File: config.mk
export PLATFORM = sky130hd
export DESIGN_NAME = fifo_burst_drain
export DESIGN_NICKNAME = d
export VERILOG_FILES = /design/src/rtl/sdram_wr_pkg.sv /design/src/rtl/burst_buffer.sv /design/src/rtl/fifo_burst_drain.sv
export SDC_FILE = /design/constraint.sdc
export NUM_CORES = 1
export LEC_CHECK = 0
export BUFFER_PORTS_ARGS = -buffer_cell sky130_fd_sc_hd__buf_2
export CORE_UTILIZATION = 51
export CTS_CLUSTER_DIAMETER = 150
export DETAILED_ROUTE_END_ITERATION = 10
export PLACE_DENSITY = 0.83
export SYNTH_ARGS = -nofsm -noshare
export SYNTH_HDL_FRONTEND = slang
export SYNTH_HIERARCHICAL = 1
export SYNTH_SLANG_ARGS = --single-unit
File: constraint.sdc
create_clock -name clk -period 5.13 [get_ports clk]
set_input_delay 1.539 -clock clk [delete_from_list [all_inputs] [get_ports clk]]
set_output_delay 1.539 -clock clk [all_outputs]
set_load 0.01 [all_outputs]
File: src/rtl/sdram_wr_pkg.sv
// Shared definitions for the SDRAM write path: drain FSM states and the
// width helpers also used by the SDRAM controller command port.
package sdram_wr_pkg;

    typedef enum logic [1:0] {
        IDLE = 2'd0,
        FILL = 2'd1,
        CMD  = 2'd2,
        DATA = 2'd3
    } drain_state_t;

    function automatic int clog2(input int value);
        int result;
        int remaining;
        result    = 0;
        remaining = value - 1;
        while (remaining > 0) begin
            result++;
            remaining = remaining >> 1;
        end
        return result;
    endfunction

    // A burst length field must be able to hold BLEN itself, not just BLEN-1
    function automatic int blen_width(input int blen);
        return clog2(blen) + 1;
    endfunction

endpackage

File: src/rtl/burst_buffer.sv
// BLEN-deep word store for one burst: synchronous write, combinational read.
module burst_buffer
    import sdram_wr_pkg::*;
#(
    parameter int DWIDTH = 16,
    parameter int BLEN   = 8,
    localparam int IXW   = clog2(BLEN)
) (
    input  logic              clk,
    input  logic              wr_en,
    input  logic [IXW-1:0]    wr_idx,
    input  logic [DWIDTH-1:0] wr_data,
    input  logic [IXW-1:0]    rd_idx,
    output logic [DWIDTH-1:0] rd_data
);

    logic [DWIDTH-1:0] mem [BLEN];

    always_ff @(posedge clk) begin
        if (wr_en) begin
            mem[wr_idx] <= wr_data;
        end
    end

    assign rd_data = mem[rd_idx];

endmodule

File: src/rtl/fifo_burst_drain.sv
// Drains a first-word-fall-through FIFO into SDRAM write bursts of up to
// BLEN words, walking destination addresses around [base_addr, limit_addr).
module fifo_burst_drain
    import sdram_wr_pkg::*;
#(
    parameter int DWIDTH       = 16,
    parameter int AWIDTH       = 22,
    parameter int BLEN         = 8,
    parameter int FLUSH_CYCLES = 256
) (
    input  logic                        clk,
    input  logic                        rst_n,
    input  logic                        enable,
    input  logic [AWIDTH-1:0]           base_addr,
    input  logic [AWIDTH-1:0]           limit_addr,
    input  logic [DWIDTH-1:0]           fifo_rd_data,
    input  logic                        fifo_empty,
    output logic                        fifo_rd_enable,
    output logic                        cmd_valid,
    input  logic                        cmd_ready,
    output logic [AWIDTH-1:0]           cmd_addr,
    output logic [blen_width(BLEN)-1:0] cmd_len,
    output logic [DWIDTH-1:0]           wr_data,
    input  logic                        wr_data_req,
    output logic                        busy
);

    localparam int LW  = blen_width(BLEN);
    localparam int IXW = clog2(BLEN);
    localparam int IW  = clog2(FLUSH_CYCLES + 1);
    localparam int AW1 = AWIDTH + 1;

    localparam logic [LW-1:0]  BLEN_L     = LW'(BLEN);
    localparam logic [LW-1:0]  LAST_SLOT  = LW'(BLEN - 1);
    localparam logic [LW-1:0]  ONE_L      = LW'(1);
    localparam logic [IW-1:0]  FLUSH_LAST = IW'(FLUSH_CYCLES - 1);
    localparam logic [AW1-1:0] BLEN_A     = AW1'(BLEN);

    drain_state_t state, state_next;

    logic [AWIDTH-1:0] addr;
    logic [LW-1:0]     cnt;
    logic [IXW-1:0]    rptr;
    logic [IW-1:0]     idle_cnt;
    logic [AW1-1:0]    addr_sum;
    logic [DWIDTH-1:0] buf_rd_data;
    logic              pop;
    logic              idle_tick;
    logic              last_word;

    // One extra bit so a region ending at the top of the address space still wraps
    assign addr_sum  = {1'b0, addr} + BLEN_A;
    assign last_word = ({1'b0, rptr} == (cnt - ONE_L));

    always_ff @(posedge clk or negedge rst_n) begin
        if (!rst_n) begin
            state <= IDLE;
        end else begin
            state <= state_next;
        end
    end

    always_comb begin
        state_next     = state;
        pop            = 1'b0;
        idle_tick      = 1'b0;
        fifo_rd_enable = 1'b0;
        cmd_valid      = 1'b0;
        cmd_addr       = '0;
        cmd_len        = '0;
        wr_data        = '0;
        busy           = (state != IDLE);
        case (state)
            IDLE: begin
                if (enable) begin
                    state_next = FILL;
                end
            end
            FILL: begin
                // Popping is gated by enable so nothing leaves the FIFO once a stop is seen
                pop       = enable && !fifo_empty && (cnt < BLEN_L);
                idle_tick = fifo_empty && (cnt != '0);
                if (pop && (cnt == LAST_SLOT)) begin
                    state_next = CMD;
                end else if (idle_tick && (idle_cnt == FLUSH_LAST)) begin
                    state_next = CMD;
                end else if (!enable) begin
                    state_next = (cnt != '0) ? CMD : IDLE;
                end
            end
            CMD: begin
                cmd_valid = 1'b1;
                cmd_addr  = addr;
                cmd_len   = cnt;
                if (cmd_ready) begin
                    state_next = DATA;
                end
            end
            DATA: begin
                wr_data = buf_rd_data;
                if (wr_data_req && last_word) begin
                    state_next = enable ? FILL : IDLE;
                end
            end
            default: state_next = IDLE;
        endcase
        fifo_rd_enable = pop;
    end

    always_ff @(posedge clk or negedge rst_n) begin
        if (!rst_n) begin
            addr     <= '0;
            cnt      <= '0;
            rptr     <= '0;
            idle_cnt <= '0;
        end else begin
            case (state)
                IDLE: begin
                    if (enable) begin
                        addr <= base_addr;
                        cnt  <= '0;
                    end
                end
                FILL: begin
                    if (pop) begin
                        cnt      <= cnt + ONE_L;
                        idle_cnt <= '0;
                    end else if (idle_tick) begin
                        idle_cnt <= idle_cnt + IW'(1);
                    end else begin
                        idle_cnt <= '0;
                    end
                    if (state_next != FILL) begin
                        idle_cnt <= '0;
                    end
                end
                CMD: begin
                    if (cmd_ready) begin
                        rptr <= '0;
                    end
                end
                DATA: begin
                    if (wr_data_req) begin
                        rptr <= rptr + IXW'(1);
                        // Partial bursts still consume a whole BLEN slot of the region
                        if (last_word) begin
                            cnt  <= '0;
                            addr <= (addr_sum >= {1'b0, limit_addr}) ? base_addr
                                                                     : addr_sum[AWIDTH-1:0];
                        end
                    end
                end
                default: ;
            endcase
        end
    end

    burst_buffer #(
        .DWIDTH(DWIDTH),
        .BLEN  (BLEN)
    ) u_buffer (
        .clk    (clk),
        .wr_en  (pop),
        .wr_idx (cnt[IXW-1:0]),
        .wr_data(fifo_rd_data),
        .rd_idx (rptr),
        .rd_data(buf_rd_data)
    );

endmodule

==> impl_metrics.toml <==
[yosys]
yosys_warnings = 6
avgSynthCellArea_um2 = 13.5
synth_sequential_area_ratio_pct = 57.4
syn-num-nets = 718
synthFlopType = "edfxtp_1"
ys_ff_latch = 168
synth_area_um2 = 8440
async_reset_ff_share_pct = 23.8
post_synth_inst_count = 624
yosys.cell_types.count = 64
synth_enable_flop_cells = 128

[clock_network]
clk_path_buf_depth = 2
post_cts_resized = 0
clock_latency_ns = 0.43
root_buffer = "clkbuf_16"
cts-buffers-inserted = 17
post_cts_hold_buffer_count = 0
cts_tree = "built"
clk_transition_reported_paths_ns = 0.07
htree_depth = 4
postCtsSetupBuffers = 0
tritoncts_num_sinks = 168

[pwr]
power.density_nw_per_um2 = 502
vdd_drop_max_mv = 0.289
power.static_leakage_nw = 3.96

[routing]
detailroute.via_count = 5544
initialDrtViolationCount = 431
drt-vias-per-instance = 5.78
avgRoutedWirePerCell_um = 19.7
drt_wl_total_mm = 18.9
postRouteAntennaNets = 0
detail_route.drc_violations = 0
firstDrtPassIters = 5

[grt]
grt_pass1_vias = 5555
gr-usage-all-layers_pct = 22.8
grt_antenna_before_repair = 0
grt_first_pass_wirelength_mm = 28.5
global_route.overflow_total = 0
grt_max_degree = 41

[sta]
final_max_slew_viol_count = 0
setup_viol = 0
achievable-frequency_mhz = 243
setup_tns_ns = 0
worst_slew_margin_rel_pct = 30.8
worstMarginPinSlew_ns = 1.03
final_hold_viol_count = 0
rsz0062_at_grt = "false"
fin_crit_sh_pct = 80.1
final.min_clock_period_ns = 4.11
final.setup_skew_ns = 0.0103

[worst_setup_path]
worstPathRequired_ns = 5.44
r2r_end = "addr[1]"
critical_path.reg2reg.startpoint = "addr[3]"
ff2ff_setup_slack_ns = 1.02
startpoint_type = "register"
reg2regPathDepth = 14
setup.worst_path.class = "register to register"
worst_setup_path_end_kind = "register"
cp_data_arrival_time_ns = 4.42
crit_path_max_fanout = 20

[placement]
rd_place_congestion = 0.887
placed_cell_area_um2 = 9170
io_buffers = 110
half_perimeter_wire_length_of_the_detailed_placement_result_mm = 12.0

[job]
maxCapViolCount = 0

[layout]
layout-area-overhead-vs-synth_pct = 16.4
drive_gt1_share_pct = 25.2
antenna_cells = 0
post-route-cell-area_um2 = 9830
finish.net_count = 824

[floorplanning]
core_area_um2 = 16000
fp-row-count = 46
die_area_um2 = 17100
io_pins = 111
die_width_um = 131
die_h_um = 131
start_util_pct = 52.7

[hold_path]
hold_wc_startpoint = "idle_cnt[3]"
hold_path_depth = 1
min_path_type = "register to register"
min_delay_worst_endpoint = "idle_cnt[3]"

[outcome]
status = "complete, no violations"
-- how the worst max path moves through the flow --
stage	endpoint	start	cells past startpoint
floorplan	u_buffer/mem[4][0]	enable	4
global placement	addr[1]	limit_addr[20]	11
detailed placement	addr[1]	addr[3]	14
CTS	wr_data[9]	rptr[0]	5
global route	addr[5]	addr[3]	15
finish	addr[1]	addr[3]	14
-- worst max-delay path, stage by stage (launching register included) --
cell,delay [ns]
dfrtp_1,0.42
ha_1,0.27
nand3_2,0.17
nor3b_2,0.33
nand4_1,0.26
nor3_1,0.29
xor2_1,0.24
ha_1,0.29
a211oi_1,0.22
o31a_1,0.21
o41ai_2,0.08
o21ai_2,0.32
buf_4,0.35
nand2b_4,0.20
mux2_1,0.34
-- cells in the final DEF, fill, tap and decap left out, types with 2 or more instances in the layout --
master | synthesis | layout
inv_1 | 33 | 33
dfrtp_1 | 40 | 40
nand4_1 | 5 | 5
o21ai_1 | 9 | 9
nand2b_1 | 7 | 7
nor3_4 | 0 | 2
inv_12 | 0 | 5
buf_4 | 3 | 12
a21oi_1 | 9 | 9
clkbuf_16 | 0 | 17
nand2_1 | 61 | 61
xor2_1 | 9 | 9
o21bai_1 | 2 | 2
a22o_1 | 3 | 3
mux4_1 | 28 | 28
and2_1 | 26 | 26
nor2_1 | 20 | 20
a32oi_1 | 3 | 3
mux2_2 | 16 | 16
nand3_1 | 26 | 26
a2bb2oi_1 | 9 | 9
and2b_1 | 2 | 2
a211oi_1 | 2 | 2
mux4_2 | 4 | 4
a21o_1 | 3 | 3
buf_2 | 5 | 110
mux2i_1 | 11 | 11
o21a_1 | 2 | 2
clkinv_8 | 0 | 8
ha_1 | 28 | 28
and3_1 | 21 | 21
edfxtp_1 | 128 | 128
nor2b_1 | 5 | 5
o21ai_0 | 18 | 18
xnor2_1 | 14 | 14
mux2_1 | 3 | 3
nor3_1 | 15 | 13
-- power by group --
part           internal (W)  total, W  switching (W)
registers           0.00158   0.00178       0.000205
logic              0.000883   0.00180       0.000918
clock network      0.000688   0.00135       0.000657
-- registers in the layout, summed over array words and instances, names as in the netlist --
| name | cells |
|---|---|
| state | 2 |
| cnt | 4 |
| idle_cnt | 9 |
| rptr | 3 |
| u_buffer/mem | 128 |
| addr | 22 |
-- through the flow --
stage / cells / hold WS (ns) / util [%] / power, W / setup slack [ns]
finish: 959 / 0.510 / 61.4 / 0.00493 / 1.02
detailed placement: 927 / 0.506 / 57.3 / 0.00360 / 1.08
CTS: 959 / 0.517 / 61.4 / 0.00496 / 1.01
global placement: 927 / 0.483 / 57.3 / 0.00352 / 1.21
global route: 959 / 0.533 / 61.4 / 0.00520 / 0.742
floorplan: 624 / 0.459 / - / 0.00318 / 1.37
-- synthesized netlist by cell type, types with 4 or more instances --
master | count | area share (%)
o21ai_0 | 18 | 1.1
inv_1 | 33 | 1.5
nand3_1 | 26 | 1.5
nand2_1 | 61 | 2.7
clkbuf_1 | 15 | 0.67
edfxtp_1 | 128 | 46
ha_1 | 28 | 4.2
xnor2_1 | 14 | 1.5
mux2_2 | 16 | 2.1
nand2b_1 | 7 | 0.52
buf_6 | 7 | 0.93
mux4_2 | 4 | 1.1
nor2b_1 | 5 | 0.37
nor2_1 | 20 | 0.89
mux4_1 | 28 | 8.7
nand4_1 | 5 | 0.37
nor3_1 | 15 | 0.89
a21oi_1 | 9 | 0.53
buf_1 | 4 | 0.18
o21ai_1 | 9 | 0.53
and3_1 | 21 | 1.6
xor2_1 | 9 | 0.93
a2bb2oi_1 | 9 | 0.93
and2_1 | 26 | 1.9
dfrtp_1 | 40 | 12
mux2i_1 | 11 | 1.3
buf_2 | 5 | 0.30
-- layer usage --
| metal | vias to the layer above | global-route usage (%) | share of wire (%) |
|---|---|---|---|
| met5 | - | 0 | 0 |
| met4 | 0 | 7.78 | 1.3 |
| met3 | 19 | 5.13 | 7.2 |
| met2 | 224 | 41.5 | 53 |
| met1 | 2738 | 26.4 | 38 |
| li1 | 2563 | - | - |
-- kinds of logic (layout without fill, tap and decap cells) --
group,count (synthesis),count (layout),share of synthesized area [%]
simple gates,200,200,12.4
fa+ha+maj,28,28,4.15
buf+inv,68,187,3.87
xor+xnor,23,23,2.39
flops,168,168,57.4
mux,62,62,13.6
compound gates,75,75,6.15
-- layout make-up --
class | count | area, um^2
well taps | 216 | 270
multi-input cells | 388 | 3290
inverters | 33 | 124
repair buffers | 122 | 641
clock buffers | 17 | 425
fillers | 1221 | 6170
flip-flops and latches | 168 | 4840
clock inverters | 15 | 231
Power figures use the tool's default switching activity.
